$ cat src/rtl/muldiv_unit.sv
// Iterative multiply/divide unit beside the EX-stage ALU: shift-add multiply and
// restoring divide over WIDTH steps, then one sign-fix step, with double-width results.
module muldiv_unit #(
    parameter  int WIDTH = 16,
    localparam int CNT_W = $clog2(WIDTH + 1)
) (
    input  logic             clk,
    input  logic             reset,
    input  logic             start,
    input  logic [1:0]       op,
    input  logic             flush,
    input  logic [WIDTH-1:0] operand_a,
    input  logic [WIDTH-1:0] operand_b,
    output logic             busy,
    output logic             done,
    output logic [WIDTH-1:0] result_lo,
    output logic [WIDTH-1:0] result_hi,
    output logic             div_by_zero,
    output logic [1:0]       state_dbg
);
    // Handshake: start is taken only in IDLE or DONE (and not under flush); busy is
    // high through CALC and FIX; done pulses for one cycle when the results update.
    typedef enum logic [1:0] {IDLE = 2'd0, CALC = 2'd1, FIX = 2'd2, DONE = 2'd3} state_t;

    state_t                 state, next_state;
    logic [CNT_W-1:0]       cnt;
    logic [1:0]             op_q;
    logic [WIDTH-1:0]       a_raw, mag_a, mag_b;
    logic [2*WIDTH-1:0]     p, p_step;
    logic                   neg_lo, neg_hi, b_zero;
    logic                   accept;
    logic                   sign_a, sign_b;
    logic [WIDTH:0]         add_sum, div_shift, div_diff;
    logic                   div_ge;
    logic [2*WIDTH-1:0]     prod_fix;
    logic [WIDTH-1:0]       quo_fix, rem_fix;

    assign accept = (state == IDLE || state == DONE) && start && !flush;
    assign sign_a = op[0] & operand_a[WIDTH-1];
    assign sign_b = op[0] & operand_b[WIDTH-1];

    // One iteration: hi half is the running partial product / remainder.
    always_comb begin
        add_sum   = {1'b0, p[2*WIDTH-1:WIDTH]} + (p[0] ? {1'b0, mag_a} : '0);
        div_shift = {p[2*WIDTH-1:WIDTH], p[WIDTH-1]};
        div_diff  = div_shift - {1'b0, mag_b};
        div_ge    = (div_shift >= {1'b0, mag_b});
        if (op_q[1])
            p_step = {(div_ge ? div_diff[WIDTH-1:0] : div_shift[WIDTH-1:0]), p[WIDTH-2:0], div_ge};
        else
            p_step = {add_sum, p[WIDTH-1:1]};
        prod_fix = neg_lo ? -p : p;
        quo_fix  = neg_lo ? -p[WIDTH-1:0] : p[WIDTH-1:0];
        rem_fix  = neg_hi ? -p[2*WIDTH-1:WIDTH] : p[2*WIDTH-1:WIDTH];
    end

    always_ff @(posedge clk or posedge reset) begin
        if (reset) state <= IDLE;
        else       state <= next_state;
    end

    always_comb begin
        next_state = state;
        case (state)
            IDLE, DONE: next_state = accept ? CALC : IDLE;
            CALC: begin
                if (flush)                          next_state = IDLE;
                else if (cnt == CNT_W'(WIDTH - 1))  next_state = FIX;
                else                                next_state = CALC;
            end
            FIX:     next_state = flush ? IDLE : DONE;
            default: next_state = IDLE;
        endcase
    end

    always_comb begin
        busy      = (state == CALC) || (state == FIX);
        done      = (state == DONE);
        state_dbg = state;
    end

    always_ff @(posedge clk or posedge reset) begin
        if (reset) begin
            cnt         <= '0;
            op_q        <= '0;
            a_raw       <= '0;
            mag_a       <= '0;
            mag_b       <= '0;
            p           <= '0;
            neg_lo      <= 1'b0;
            neg_hi      <= 1'b0;
            b_zero      <= 1'b0;
            result_lo   <= '0;
            result_hi   <= '0;
            div_by_zero <= 1'b0;
        end else begin
            if (accept) begin
                cnt    <= '0;
                op_q   <= op;
                a_raw  <= operand_a;
                mag_a  <= sign_a ? -operand_a : operand_a;
                mag_b  <= sign_b ? -operand_b : operand_b;
                neg_lo <= sign_a ^ sign_b;
                neg_hi <= op[1] ? sign_a : (sign_a ^ sign_b);
                b_zero <= (operand_b == '0);
                // Multiply seeds the low half with the multiplier, divide with the dividend.
                p      <= {{WIDTH{1'b0}}, (op[1] ? (sign_a ? -operand_a : operand_a)
                                                 : (sign_b ? -operand_b : operand_b))};
            end else if (state == CALC) begin
                cnt <= cnt + 1'b1;
                p   <= p_step;
            end else if (state == FIX && !flush) begin
                if (op_q[1] && b_zero) begin
                    result_lo   <= '1;
                    result_hi   <= a_raw;
                    div_by_zero <= 1'b1;
                end else if (op_q[1]) begin
                    result_lo   <= quo_fix;
                    result_hi   <= rem_fix;
                    div_by_zero <= 1'b0;
                end else begin
                    result_lo   <= prod_fix[WIDTH-1:0];
                    result_hi   <= prod_fix[2*WIDTH-1:WIDTH];
                    div_by_zero <= 1'b0;
                end
            end
        end
    end
endmodule
$ cat config.mk
export PLATFORM = sky130hd
export DESIGN_NAME = muldiv_unit
export DESIGN_NICKNAME = d
export VERILOG_FILES = /design/src/rtl/muldiv_unit.sv
export SDC_FILE = /design/constraint.sdc
export NUM_CORES = 1
export LEC_CHECK = 0
export CORE_MARGIN = 4
export CORE_UTILIZATION = 35
export CTS_CLUSTER_SIZE = 8
export DETAILED_ROUTE_END_ITERATION = 16
export SLEW_MARGIN = 40
export SYNTH_ARGS = -nofsm -noshare
export SYNTH_HDL_FRONTEND = slang
export SYNTH_SLANG_ARGS = --single-unit
$ cat constraint.sdc
create_clock -name clk -period 11.01 [get_ports clk]
set_input_delay 2.202 -clock clk [delete_from_list [all_inputs] [get_ports clk]]
set_output_delay 2.202 -clock clk [all_outputs]
set_load 0.1 [all_outputs]
### After elaboration in Yosys (flattened, before gate mapping)

Cells that the tools add are included.

| storage, ports and cells | value |
|---|---|
| register bits after elaboration | 125 |
| bits in latches | 0 |
| RAM bits | 0 |
| memory bits (read-only) | 0 |
| bits of input ports | 38 |
| output and inout port bits | 37 |
| memories kept | 0 |

| operators by class | value |
|---|---|
| add/subtract/negate cells | 8 |
| multiply operators | 0 |
| divide/modulo/power cells | 0 |
| magnitude comparators | 1 |
| equality and inequality tests | 4 |
| shift-type cells | 0 |
| mux-type cells | 24 |
| bitwise gates (word level) | 5 |
| reductions and logical operators | 12 |

Operators by type and width:

| kind | number |
|---|---|
| $mux 16 | 11 |
| $mux 32 | 4 |
| $neg 16->16 | 4 |
| $neg 32->32 | 1 |
| $add 16x16->17 | 1 |
| $ge 17x16->1 | 1 |
| $logic_not 16->1 | 1 |
| $sub 16x16->16 | 1 |
| $mux 5 | 2 |
| $mux 2 | 3 |
| $pmux 2 s3 | 1 |
| $add 5x1->5 const B | 1 |
| $eq 5x4->1 const B | 1 |
| $eq 2x2->1 const B | 2 |
| $logic_and 1x1->1 | 4 |
| $mux 1 | 3 |
| $reduce_and 3->1 | 1 |
| $and 1x1->1 | 2 |
| $eq 2x1->1 const B | 1 |
| $logic_not 2->1 | 1 |
| $logic_or 1x1->1 | 2 |
| $not 1->1 | 2 |
| $reduce_bool 2->1 | 1 |
| $reduce_or 2->1 | 1 |
| other kinds (2) | 2 |

### Depth between registers and ports, before layout

Gate-level depths: netlist of run 1.

| depth | value |
|---|---|
| depth in word-level cells | 6 |
| mapped depth | 12 |
| mapped depth without buffers | 11 |

### Worst setup path after synthesis of run 1

No wires, ideal clock.

| timing | value |
|---|---|
| kind | register to output |
| start point | reg state[0], in the netlist state_dbg[0] |
| end point | out busy |
| data arrival time | 1.994 ns |
| setup slack | 6.814 ns |
| cell stages (with the launch flop) | 4 |
| buffers on the path | 0 |
| cell sequence | dfrtp_1 inv_1 ha_1 inv_1 |

| on the way | value |
|---|---|
| cells in the longest elaborated chain, start to end | 2 |
| elaborated cells on any way between the ends | 3 |
| classes of those cells | eq/ne: 2; reduce/logical: 1 |

RTL lines:

| element | RTL line | source |
|---|---|---|
| start: declaration | 25 | `state_t state, next_state;` |
| start signal: assignment | 59 | `else state <= next_state;` |
| $eq 2x1->1 or $eq 2x2->1 (tied branches) | 77 | `busy = (state == CALC) \|\| (state == FIX);` |
| $logic_or 1x1->1 * | 77 |  |
| end: declaration | 14 | `output logic busy,` |

Mark *: on every way between the ends. The rest lies on a longest branch, timed or not.

### Worst setup path after layout of run 1

| timing | value |
|---|---|
| start point | in flush |
| end point | reg result_lo[9] |

| on the way | value |
|---|---|
| cells in the longest elaborated chain, start to end | 4 |
| elaborated cells on any way between the ends | 5 |
| classes of those cells | bitwise: 1; reduce/logical: 4 |

RTL lines:

| element | RTL line | source |
|---|---|---|
| start: declaration | 11 | `input logic flush,` |
| $logic_not 1->1 * | 38, 112 |  |
| $logic_and 1x1->1 | 38 | `assign accept = (state == IDLE \|\| state == DONE) && start && !flush;` |
| $not 1->1 (no source line) | -- |  |
| $reduce_and 3->1 (no source line) * | -- |  |
| end signal: assignment | 118 | `result_lo <= quo_fix;` |
| end signal: assignment | 122 | `result_lo <= prod_fix[WIDTH-1:0];` |
| end: declaration | 16 | `output logic [WIDTH-1:0] result_lo,` |

Marked as above.
A chain may end at the register's enable or synchronous reset.

==> results of run 1 <==
## cells in the final DEF (no fill, tap or decap), types with 21 or more instances in the layout
cell and instances:
sky130_fd_sc_hd__o21ai_0 113, sky130_fd_sc_hd__inv_1 37, sky130_fd_sc_hd__nand2_1 137, sky130_fd_sc_hd__xnor2_1 47
sky130_fd_sc_hd__buf_2 38, sky130_fd_sc_hd__dfrtp_1 123, sky130_fd_sc_hd__ha_1 40, sky130_fd_sc_hd__xor2_1 35
sky130_fd_sc_hd__mux2i_1 34, sky130_fd_sc_hd__nor2_1 73, sky130_fd_sc_hd__and2_1 21, sky130_fd_sc_hd__a21oi_1 57
sky130_fd_sc_hd__clkdlybuf4s50_1 36
## metal layers
| metal | GRT usage [%] | routed length (um) | up-vias |
|---|---|---|---|
| met4 | 6.503 | 680 | 0 |
| li1 | - | - | 3735 |
| met2 | 30.06 | 11840 | 219 |
| met1 | 27.47 | 12210 | 3702 |
| met5 | 0 | 0 | - |
| met3 | 3.669 | 1486 | 47 |
## final cells by class
type	instances	share of cell area (%)
clock inverter	14	1.635
sequential	123	30.70
tap	324	4.043
timing repair buffer	80	5.977
inverter	38	1.447
clock buffer	18	4.280
multi-input combinational	807	51.92
## worst paths after layout
check | slack, ps | to | startpoint | cells past startpoint
min | 480 | a_raw[3] | a_raw[3] | 2
max reg2reg | 7880 | p[25] | p[0] | 11
max in group asynchronous | 7660 | mag_b[13] | reset | 3
max | 6810 | result_lo[9] | flush | 7
min reg2reg | 480 | a_raw[3] | a_raw[3] | 2
min in group asynchronous | 2220 | div_by_zero | reset | 2
## kinds of logic after synthesis
| family | after synthesis |
|---|---|
| and+or+nand+nor | 340 |
| AOI/OAI and AO/OA | 307 |
| DFF | 123 |
| buffers and inverters | 92 |
| xor gates and xnor gates | 82 |
| adders and majority gates | 43 |
| muxes | 35 |
## report_power, final
group | internal (mW) | switching (mW) | total, mW
clock | 0.339 | 0.230 | 0.569
combinational | 0.361 | 0.543 | 0.904
sequential | 0.526 | 0.130 | 0.656
total | 1.23 | 0.903 | 2.13
## worst max-delay path: stages
cell                              delay (ps)
sky130_fd_sc_hd__clkdlybuf4s50_1         610
sky130_fd_sc_hd__nor2_4                   60
sky130_fd_sc_hd__buf_4                   300
sky130_fd_sc_hd__nor4b_2                 290
sky130_fd_sc_hd__buf_4                   360
sky130_fd_sc_hd__nand2_1                 380
sky130_fd_sc_hd__o22a_1                  290
## metrics by stage
stage	worst slack, ps	util, %	area (um^2)	cells
floorplan	5537	-	8605	1022
global placement	6312	39.56	9593	1371
detailed placement	6403	38.89	9430	1372
CTS	6845	41.34	10020	1404
global route	6650	41.35	10030	1404
finish	6815	41.35	10030	1404
## registers in the layout (all words and copies together) (netlist names), 2 cells and up
| signal | cells |
|---|---|
| mag_b | 16 |
| p | 32 |
| a_raw | 16 |
| state_dbg | 2 |
| cnt | 5 |
| result_hi | 16 |
| result_lo | 16 |
| mag_a | 15 |
==> results.md, run 1 <==
* Outcome: finished clean
* Width of the chip at approximately 160 um
* Number of design-rule violations left by the first detailed-router iteration at 669
* DIE AREA at roughly 27000 um^2
* Proportion of synthesized flip-flops having asynchronous set or reset at 100.0%
* Wire length reported by the detailed router at 26220 um
* Number of endpoints with negative hold slack in the final report at 0
* Count of endpoints failing setup in the final report at 0
* Detailed-router iteration count before antenna repair at 5
* Number of global-route vias before repair at 7370
* Setup repair after global routing missed its margin: no
* Detailed-route wire length per cell at roughly 19 um
* Remaining global-route overflow at 0
* Clock tree from TritonCTS: yes
* Worst-case clock skew at 11.97 ps
* Standard cell core area at around 24000 um^2
* Port Buf Inserts at 74
* Multiplexer area fraction after synthesis at 4.086%
* Detailed placer's ending HPWL at slightly below 20000 um
* Synth top area cells: sky130_fd_sc_hd__dfrtp_1 (36%), sky130_fd_sc_hd__o21ai_0 (6.6%), sky130_fd_sc_hd__nand2_1 (6.0%)
* Net total in the final layout at 1148
* Register area at 3078 um^2
* Hold_buf cts at 0
* # IOs at 75
* Synthesis-stage register bit count at between 100 and 150
* Yosys top cell area share at a little over a third
* Number of sinks handled by clock tree synthesis at 123
* Cell taking the most area after synthesis: sky130_fd_sc_hd__dfrtp_1
* Count of vias placed by the detailed router at slightly below 8000
* Final TNS setup at 0 ps
* Number of remaining DRC errors at 0
* Antenna diode instance count at 0
* Number of warnings issued by yosys at 0
* Root Buffer Master: sky130_fd_sc_hd__clkbuf_16
* Kind of end point of the critical path: register
* Peak supply drop at 0.1245 mV
* Antenna violation net count after detailed routing at 0
* Kind of path behind the tightest hold check: register to register
* Area share of and/or/nand/nor cells after synthesis at 18.98%
* Tmin final at 4195 ps
* Total Power at 2.129 mW
* Detailed-route vias per instance at 5.486
* WHS at 476.1 ps
* Highest clock rate at 238.4 MHz
* Required time of the critical path at 11320 ps
* Number of buffers created by CTS at 17
* Max H-tree Level at 4
* Synth-to-Final Area Change at 16.53%
* Maximum buffer depth of the clock tree at 2
* Type of the worst setup path: primary input to register
* Most used standard cell by instance count after synthesis: sky130_fd_sc_hd__nand2_1
* Power per cell area at 212.3 nW/um^2
* Number of violations of the max-capacitance limit at 0
* Critical Path Fanout Max at between 50 and 60
* Total global routing track utilization at approximately 19%
* Post-Syn Area at between 8000 and 9000 um^2
* Post-Synthesis Net Count at 1103
* Complex-gate fraction of the synthesized area at 22.25%
* Dominant synthesized flop cell: sky130_fd_sc_hd__dfrtp_1
* Seq/Total Area, Yosys at 35.77%
* Max Slew Vio Count at 0
* Post-cts resize count at 0
* Initial core utilization at 35.49%
* Later-pin clock latency in the skew report at about 420 ps
* Main combinational cell family by area after synthesis: compound AO/OA/AOI/OAI gates
* Pin count of the biggest net entering global routing at 86
* Remaining max-slew budget at the tightest pin at 48.81%
* Die Height at 164.8 um
* Number of cells produced by synthesis at 1022
* Number of synthesized flops with an enable pin at 0
* Average cell area after synthesis at 8.419 um^2
* Element type at the critical path start: primary input
* Wire length of the first global-routing pass at 41150 um
* Part of the cycle the worst path needs at 38.10%
* Data arrival time at the worst-slack endpoint at 4500 ps
* Share of post-route cells with drive strength above 1 at 9.259%
* Post-Synth Adder-Cell Area at ~6.4%
* Routability Congestion at between 0.8 and 0.9
* Clock slew at the register clock pins of the worst setup and hold paths at 60 ps
* Footprint of the multi-input gates at 5206 um^2
* Post-CTS Setup Repair Bufs at 0
* Post-synth top cells: sky130_fd_sc_hd__nand2_1 (137), sky130_fd_sc_hd__dfrtp_1 (123), sky130_fd_sc_hd__o21ai_0 (113)
* Synth Area in XOR/XNOR at under 10%
* Antenna violations before repair at 0
* Pin slew with the least headroom to its limit at 767.8 ps
* Total leakage power at 4.509 nW
* Unique masters post-synth at 72
* Number of fill cells in the layout at 2477
* Number of rows in the core area at 57
Power figures use the tool's default switching activity.
==> run 2, diff against run 1 <==
clock period = 3.8 ns   (was 11.01 ns; I/O delays follow)
==> results.md, run 2 (synthesis gave the netlist of run 1 again) <==
* Register area at 3078 um^2 (unchanged)
* Most used cells in the layout excluding fill and tap cells: sky130_fd_sc_hd__nand2_1 (137), sky130_fd_sc_hd__dfrtp_1 (123), sky130_fd_sc_hd__o21ai_0 (113), sky130_fd_sc_hd__nor2_1 (73), sky130_fd_sc_hd__a21oi_1 (57)
* Die Height at 164.8 um (unchanged)
* Type of the worst setup path: register to register
* Net total in the final layout at 1163 (+1.3%)
* Kind of end point of the critical path: register
* Max Slew Vio Count at 0 (unchanged)
* Number of remaining DRC errors at 0 (unchanged)
* Remaining max-slew budget at the tightest pin at 52.20% (+3.4 points)
* Required time of the critical path at 4140 ps (-7180 ps)
* Detailed-router iteration count before antenna repair at 5 (unchanged)
* Element type at the critical path start: register
* Critical Path Fanout Max at 10 (-82%)
* Count of vias placed by the detailed router at 7761 (+0.75%)
* Number of buffers created by CTS at 17 (unchanged)
* Highest clock rate at 346.9 MHz
* Tmin final at 2883 ps
* Largest reg by FF count: p
* Final TNS setup at 0 ps (unchanged)
* Wire length of the first global-routing pass at 41520 um (+0.89%)
* Share of post-route cells with drive strength above 1 at 10.41% (+1.2 points)
* Pin count of the biggest net entering global routing at 55 (-36%)
* Max H-tree Level at 4 (unchanged)
* Antenna violation net count after detailed routing at 0 (unchanged)
* Flip-flop count of the largest register, all copies and words added at 32 (unchanged)
* Standard cell core area at 24250 um^2 (unchanged)
* Data arrival time at the worst-slack endpoint at 3220 ps (-1280 ps)
* Number of sinks handled by clock tree synthesis at 123 (unchanged)
* Pin slew with the least headroom to its limit at 714.4 ps (-53.43 ps)
* Number of fill cells in the layout at 2438 (-1.6%)
* Count of endpoints failing setup in the final report at 0 (unchanged)
* Clock tree from TritonCTS: yes
* Antenna violations before repair at 1 (+1)
* Reg2reg setup slack at 920 ps (-6960 ps)
* Most common cell after layout, fill and taps aside: sky130_fd_sc_hd__nand2_1
* Wire length reported by the detailed router at 26690 um (+1.8%)
* Port Buf Inserts at 74 (unchanged)
* DIE AREA at 27160 um^2 (unchanged)
* Part of the cycle the worst path needs at 75.87%
* Power per cell area at 612.8 nW/um^2 (+190%)
* Cells after DPL at 1387 (+1.1%)
* Post-cts resize count at 0 (unchanged)
* Hold_buf cts at 0 (unchanged)
* Clock slew at the register clock pins of the worst setup and hold paths at 60 ps (about the same)
* Number of design-rule violations left by the first detailed-router iteration at 520 (-22%)
* Remaining global-route overflow at 0 (unchanged)
* Width of the chip at 164.8 um (unchanged)
* Final cell count without fillers at 1419 (+1.1%)
* Detailed-route wire length per cell at 18.81 um (+0.69%)
* Maximum buffer depth of the clock tree at 2 (unchanged)
* Number of endpoints with negative hold slack in the final report at 0 (unchanged)
* Root Buffer Master: sky130_fd_sc_hd__clkbuf_16
* Post-CTS Setup Repair Bufs at 0 (unchanged)
* Initial core utilization at 35.49% (unchanged)
* Synth-to-Final Area Change at 18.28%
* Number of rows in the core area at 57 (unchanged)
* Worst-case clock skew at 11.21 ps (-0.7634 ps)
* Total leakage power at 4.592 nW (+1.9%)
* Outcome: finished clean
* Setup repair after global routing missed its margin: no
* Number of global-route vias before repair at 7244 (-1.7%)
* Antenna diode instance count at 0 (unchanged)
* Total global routing track utilization at 19.74% (+0.28 points)
* Footprint of the multi-input gates at 5196 um^2 (-0.19%)
* Peak supply drop at 0.3067 mV (+150%)
* Later-pin clock latency in the skew report at 430 ps (about the same)
* Number of violations of the max-capacitance limit at 0 (unchanged)
* Detailed placer's ending HPWL at 20240 um (+4.5%)
* Routability Congestion at 0.9276 (+3.9%)
* Kind of path behind the tightest hold check: register to register
* # IOs at 75 (unchanged)
* Detailed-route vias per instance at 5.469 (-0.31%)
run 2: worst max-delay path, stage by stage (launching register included):
cell and delay, ps:
sky130_fd_sc_hd__dfrtp_1 420, sky130_fd_sc_hd__ha_1 420, sky130_fd_sc_hd__nand2_1 100, sky130_fd_sc_hd__o21bai_1 410, sky130_fd_sc_hd__o21ai_0 190, sky130_fd_sc_hd__nand2b_1 360
sky130_fd_sc_hd__nand2_1 280, sky130_fd_sc_hd__o311a_1 440, sky130_fd_sc_hd__a211oi_1 170
run 2: worst paths after layout:
path | startpoint | cells past startpoint | endpoint
max reg2reg | p[26] | 8 | p[29]
min in group asynchronous | reset | 2 | result_hi[3]
max | p[26] | 8 | p[29]
min reg2reg | a_raw[7] | 2 | a_raw[7]
min | a_raw[7] | 2 | a_raw[7]
max in group asynchronous | reset | 3 | p[25]
run 2: per-stage QoR:
stage | hold slack (ps) | cell area, um^2 | setup slack [ps] | utilization (%) | power (mW)
after CTS | 469.6 | 10170 | 948.7 | 41.96 | 6.234
after floorplan | 437.4 | 8608 | 884.9 | - | 3.792
after global routing | 487.5 | 10180 | 645.6 | 41.97 | 6.640
after detailed placement | 455.2 | 9575 | 614.2 | 39.49 | 4.556
final | 470.1 | 10180 | 917.0 | 41.97 | 6.237
after global placement | 451.5 | 9749 | 700.4 | 40.21 | 4.553
run 2: area by class of cell:
cell class                 count  area share [%]
sequential                   123           30.24
multi-input combinational    807           51.06
tap                          324           3.983
inverter                      38           1.438
clock inverter                13           1.524
clock buffer                  19           4.352
timing repair buffer          95           7.401
run 2: power breakdown:
part / leakage [nW] / switching (mW) / total, mW / internal, mW
Sequential: 1.58 / 0.294 / 1.82 / 1.53
Combinational: 2.72 / 1.67 / 2.75 / 1.08
Clock: 0.290 / 0.669 / 1.67 / 0.998
Total: 4.59 / 2.63 / 6.24 / 3.61
run 2: per-layer routing:
| layer | vias up | global-route usage, % | routed length, um |
|---|---|---|---|
| met3 | 44 | 3.269 | 1300 |
| li1 | 3766 | - | - |
| met2 | 233 | 29.18 | 11980 |
| met1 | 3716 | 29.53 | 12810 |
| met4 | 2 | 5.898 | 597 |
| met5 | - | 0 | 7 |
==> run 3, diff against run 2 <==
clock period = 2.9 ns   (was 3.8 ns; I/O delays follow)
==> results.md, run 3 (synthesis gave the netlist of run 1 again) <==
* DIE AREA at 27160 um^2 (unchanged)
* Pin slew with the least headroom to its limit at 730.7 ps (+16.27 ps)
* Tmin final at 2730 ps (-153.0 ps)
* Worst-case clock skew at 10.28 ps (-0.9254 ps)
* Antenna violation net count after detailed routing at 0 (unchanged)
* Element type at the critical path start: register
* Wire length reported by the detailed router at 27240 um (+2.1%)
* Remaining max-slew budget at the tightest pin at 51.11% (-1.1 points)
* Kind of end point of the critical path: register
* Net load switching power at 3.516 mW (+34%)
* Most used cells in the layout excluding fill and tap cells: sky130_fd_sc_hd__nand2_1 (137), sky130_fd_sc_hd__dfrtp_1 (122), sky130_fd_sc_hd__o21ai_0 (113), sky130_fd_sc_hd__buf_4 (90), sky130_fd_sc_hd__nor2_1 (73)
* Root Buffer Master: sky130_fd_sc_hd__clkbuf_16
* Count of vias placed by the detailed router at 7881 (+1.5%)
* Total leakage power at 4.778 nW (+4.1%)
* Standard cell core area at 24250 um^2 (unchanged)
* Maximum buffer depth of the clock tree at 2 (unchanged)
* Count of endpoints failing setup in the final report at 0 (unchanged)
* Hold_buf cts at 0 (unchanged)
* Later-pin clock latency in the skew report at 430 ps (about the same)
* Routability Congestion at 0.8938 (-3.6%)
* Clock tree from TritonCTS: yes
* Flip-flop count of the largest register, all copies and words added at 32 (unchanged)
* Detailed-route vias per instance at 5.420 (-0.90%)
* Detailed-router iteration count before antenna repair at 5 (unchanged)
* Number of design-rule violations left by the first detailed-router iteration at 581 (+12%)
* Post-CTS Setup Repair Bufs at 0 (unchanged)
* Net total in the final layout at 1198 (+3.0%)
* Outcome: finished clean
* WHS at 470.2 ps (+0.1750 ps)
* # IOs at 75 (unchanged)
* Largest reg by FF count: p
* Type of the worst setup path: register to register
* Initial core utilization at 35.49% (unchanged)
* Total Power at 8.469 mW (+36%)
* Number of rows in the core area at 57 (unchanged)
* Share of total power in combinational logic at 45.4% (+1.3 points)
* P_int at 4.953 mW (+37%)
* Peak supply drop at 0.4870 mV (+59%)
* Part of the cycle the worst path needs at 94.14% (+18 points)
* Switch share at 41.52% (-0.67 points)
* Number of sinks handled by clock tree synthesis at 123 (unchanged)
* Register area at 3079 um^2 (about the same)
* Pin count of the biggest net entering global routing at 63 (+15%)
* Footprint of the multi-input gates at 5206 um^2 (+0.19%)
* Remaining global-route overflow at 0 (unchanged)
* Number of fill cells in the layout at 2419 (-0.78%)
* Max H-tree Level at 4 (unchanged)
* Highest clock rate at 366.3 MHz (+5.6%)
* Number of remaining DRC errors at 0 (unchanged)
* Data arrival time at the worst-slack endpoint at 3040 ps (-180 ps)
* Final worst-path setup slack at 169.9 ps (-747.0 ps)
* Width of the chip at 164.8 um (unchanged)
* Synth-to-Final Area Change at 22.87%
* Max Slew Vio Count at 0 (unchanged)
* Post-Place Setup Slack at 27.37 ps (-586.8 ps)
* Number of global-route vias before repair at 7675 (+5.9%)
* Port Buf Inserts at 74 (unchanged)
* Number of violations of the max-capacitance limit at 0 (unchanged)
* Antenna diode instance count at 0 (unchanged)
* Final TNS setup at 0 ps (unchanged)
* Required time of the critical path at 3210 ps (-930 ps)
* Number of buffers created by CTS at 17 (unchanged)
* Relative contribution of sequential cells to total power at 27.5% (-1.7 points)
* Detailed-route wire length per cell at 18.74 um (-0.38%)
* Number of endpoints with negative hold slack in the final report at 0 (unchanged)
* Kind of path behind the tightest hold check: register to register
* Critical Path Fanout Max at 10 (unchanged)
* Die Height at 164.8 um (unchanged)
* Most common cell after layout, fill and taps aside: sky130_fd_sc_hd__nand2_1
* Share of power burned in the clock network at 27.1% (+0.4 points)
* Power per cell area at 801.0 nW/um^2 (+31%)
* Share of post-route cells with drive strength above 1 at 13.45% (+3.0 points)
* Total global routing track utilization at 20.30% (+0.56 points)
* Clock slew at the register clock pins of the worst setup and hold paths at 60 ps (about the same)
* Antenna violations before repair at 0 (-1)
* Wire length of the first global-routing pass at 42750 um (+3.0%)
* Detailed placer's ending HPWL at 20660 um (+2.1%)
* Setup repair after global routing missed its margin: no
* Core utilization of the finished layout at 43.60% (+1.6 points)
==> run 3: routing by layer <==
metal / track usage (%) / up-vias / wire [um]
met4: 4.575 / 0 / 361
met1: 29.20 / 3824 / 13040
met5: 0 / - / 0
li1: - / 3834 / -
met3: 3.768 / 27 / 1207
met2: 31.85 / 196 / 12640
==> run 3: timing repair <==
action / CTS / global route
resized for setup: 0 / 3
endpoints found under the hold margin: 0 / 0
setup endpoints to repair: 0 / 2
==> run 3: per-stage QoR <==
| step | std cells | cell area, um^2 |
|---|---|---|
| 2_1_floorplan | 1022 | 8610 |
| 3_3_place_gp | 1422 | 9923 |
| 3_5_place_dp | 1422 | 9923 |
| 4_1_cts | 1454 | 10550 |
| 5_1_grt | 1454 | 10570 |
| 6_report | 1454 | 10570 |
==> run 3: power by group through the flow <==
stage / combinational, mW / clock, mW / sequential (mW)
2_1_floorplan: 2.55 / 0 / 2.42
3_3_place_gp: 3.75 / 0 / 2.34
3_5_place_dp: 3.78 / 0 / 2.35
4_1_cts: 3.80 / 2.33 / 2.32
5_1_grt: 4.25 / 2.41 / 2.37
6_report: 3.85 / 2.30 / 2.33
==> run 3: path summary, 6_finish.rpt <==
path	start	to	slack [ps]	depth (start not counted)
max	mag_b[14]	p[30]	170	10
max reg2reg	mag_b[14]	p[30]	170	10
min reg2reg	a_raw[14]	a_raw[14]	470	2
min in group asynchronous	reset	result_hi[7]	550	2
min	a_raw[14]	a_raw[14]	470	2
max in group asynchronous	reset	p[31]	1620	3
==> run 3: area by class of cell <==
cell class | count | area share (%)
Multi-Input combinational cell | 807 | 49.24
Sequential cell | 123 | 29.12
Timing Repair Buffer | 130 | 10.46
Clock buffer | 17 | 4.024
Tap cell | 324 | 3.834
Clock inverter | 15 | 1.929
Inverter | 38 | 1.385
==> run 3: critical path: stages (launching register included) <==
cell,delay (ps)
sky130_fd_sc_hd__dfrtp_1,400
sky130_fd_sc_hd__inv_1,120
sky130_fd_sc_hd__ha_2,320
sky130_fd_sc_hd__a21o_1,170
sky130_fd_sc_hd__a211o_1,330
sky130_fd_sc_hd__nor4b_2,320
sky130_fd_sc_hd__a21bo_2,260
sky130_fd_sc_hd__buf_4,180
sky130_fd_sc_hd__a211o_1,290
sky130_fd_sc_hd__a31oi_1,160
sky130_fd_sc_hd__a21oi_1,50
==> patch, RTL diff (flow settings as in run 1) <==
Set the parameter `WIDTH` to 32 (it was 16).
--- a/src/rtl/muldiv_unit.sv
+++ b/src/rtl/muldiv_unit.sv
@@ -1,7 +1,7 @@
 // Iterative multiply/divide unit beside the EX-stage ALU: shift-add multiply and
 // restoring divide over WIDTH steps, then one sign-fix step, with double-width results.
 module muldiv_unit #(
-    parameter  int WIDTH = 16,
+    parameter  int WIDTH = 32,
     localparam int CNT_W = $clog2(WIDTH + 1)
 ) (
     input  logic             clk,
Ports: changed (resized operand_a, operand_b, result_hi and result_lo); port bits go from 75 to 139. The function was not compared with the original's and may differ.
==> patch against run 1 <==
Sequential cell count rose by 113. Setup slack got worse by 1100 ps. Non-clock buffer count rose by 79. Global-route usage rose by 4.4 points. Clock skew rose by 4.4 ps. Routed wire length rose by 150%. Die area rose by 94%. Cell area rose by 97%. Clock power rose by 74%. Area after synthesis rose by 100%. Total power rose by 96%. Highest routed layer is now met5.
==> patch: results (changes against run 1) <==
[status]
status = completed

[sta]
max_slew_margin_pct = 41.2  ; -7.6 points
skew_ps = 16.4  ; +4.40 ps
post-route-min-period_ps = 5310  ; +1120 ps

[detailed_routing]
drtIter0Drc = 1618  ; +140%
via_per_inst = 5.77  ; +5.1%
wirelength_um = 64800  ; +150%

[global_route]
met1_usage_pct = 33.2  ; +5.7 points
antenna_found_initial = 1  ; +1
grt_pass1_vias = 15909  ; +120%
grt_start_max_net_pins = 127  ; +48%
grt_use_met2_pct = 36.2  ; +6.2 points
grt_use_met3_pct = 5.13  ; +1.5 points
grtUsageTotal_pct = 23.8  ; +4.4 points

[critical_path]
r2r-end = p[56]$_DFFE_PP0P_
crit_path_start = operand_b[3]
cp_max_fo = 5  ; -91%
cp-endpoint = p[30]$_DFFE_PP0P_
cp.arrival_ps = 5700  ; +1200 ps
rr_startpoint = p[31]$_DFFE_PP0P_

[layout]
drive_above_1_share_pct = 6.73  ; -2.5 points
largest_reg_flops = 64  ; +100%
fin_nets = 2412  ; +110%

[placed_design]
port_buffers = 138  ; +86%
gp_congestion = 0.951  ; +6.5%
preCtsSetupSlack_ps = 5200  ; -1200 ps
placed_cells = 2885  ; +110%

[synth]
yosys-top-cells-area = dfrtp_1, nand2_1, o21ai_0
synth_cell_type_count = 70  ; -2.8%
yosysSeqAreaShare_pct = 34.4  ; -1.4 points

[clock_network]
cts_max_level = 2  ; -2
worstSkewPairLatency_ps = 530  ; +110 ps

[power]
p_leak_nw = 8.86  ; +96%
p_sw_mw = 1.88  ; +110%
ir_drop_mv = 0.107  ; -14%

[patch: cell types whose count changed after synthesis, sizes merged, moves of 38 or more]
cell,change
o211ai,+38
xor2,+54
dfrtp,+113
o21ai,+118
a21oi,+117
nand2,+248
clkbuf,+60
nor2,+98
[patch: logic make-up after synthesis]
kind of cell             Yosys count  share of synthesized area, %
flip-flops                       236                          34.4
multiplexers                      47                          2.75
AND/OR/NAND/NOR                  828                          21.9
buffers and inverters            190                          4.19
XOR/XNOR                         165                          8.41
AO/OA/AOI/OAI                    652                          22.9
adder cells (fa/ha/maj)           74                          5.47
[patch: metal layers]
metal	part of all wire [%]	vias up
li1	-	7897
met4	4.1	2
met5	0.031	-
met1	44	8167
met3	8.1	130
met2	44	697
[patch: worst max-delay path, cell delays in order]
cell and delay (ps):
clkdlybuf4s50_1 470, or4_1 600, nor4b_1 690, and3_1 330, nand3b_1 160, or4_1 480, o31ai_1 270, xor2_1 150
o311ai_0 330
[patch: worst min path at each step]
stage / cells after the start / start / to / slack [ps]
6_report: 2 / a_raw[19]$_DFFE_PP0P_ / a_raw[19]$_DFFE_PP0P_ / 460
5_1_grt: 2 / a_raw[19]$_DFFE_PP0P_ / a_raw[19]$_DFFE_PP0P_ / 490
4_1_cts: 2 / a_raw[19]$_DFFE_PP0P_ / a_raw[19]$_DFFE_PP0P_ / 470
3_5_place_dp: 2 / a_raw[19]$_DFFE_PP0P_ / a_raw[19]$_DFFE_PP0P_ / 460
3_3_place_gp: 2 / a_raw[19]$_DFFE_PP0P_ / a_raw[19]$_DFFE_PP0P_ / 450
2_1_floorplan: 2 / a_raw[19]$_DFFE_PP0P_ / a_raw[19]$_DFFE_PP0P_ / 440
[patch: cell type report]
class	instances	area, um^2	share of cell area (%)
Multi-Input combinational cell	1766	10600	53.6
Clock inverter	2	25.0	0.127
Timing Repair Buffer	159	1220	6.19
Tap cell	656	821	4.15
Inverter	70	275	1.39
Sequential cell	236	5910	29.9
Clock buffer	40	926	4.68
[patch: power groups by stage]
stage / sequential [mW] / clock [mW] / combinational (mW)
2_1_floorplan: 1.23 / 0 / 1.33
3_3_place_gp: 1.27 / 0 / 1.88
3_5_place_dp: 1.28 / 0 / 1.89
4_1_cts: 1.26 / 1.01 / 1.90
5_1_grt: 1.29 / 1.04 / 2.12
6_report: 1.27 / 0.990 / 1.92
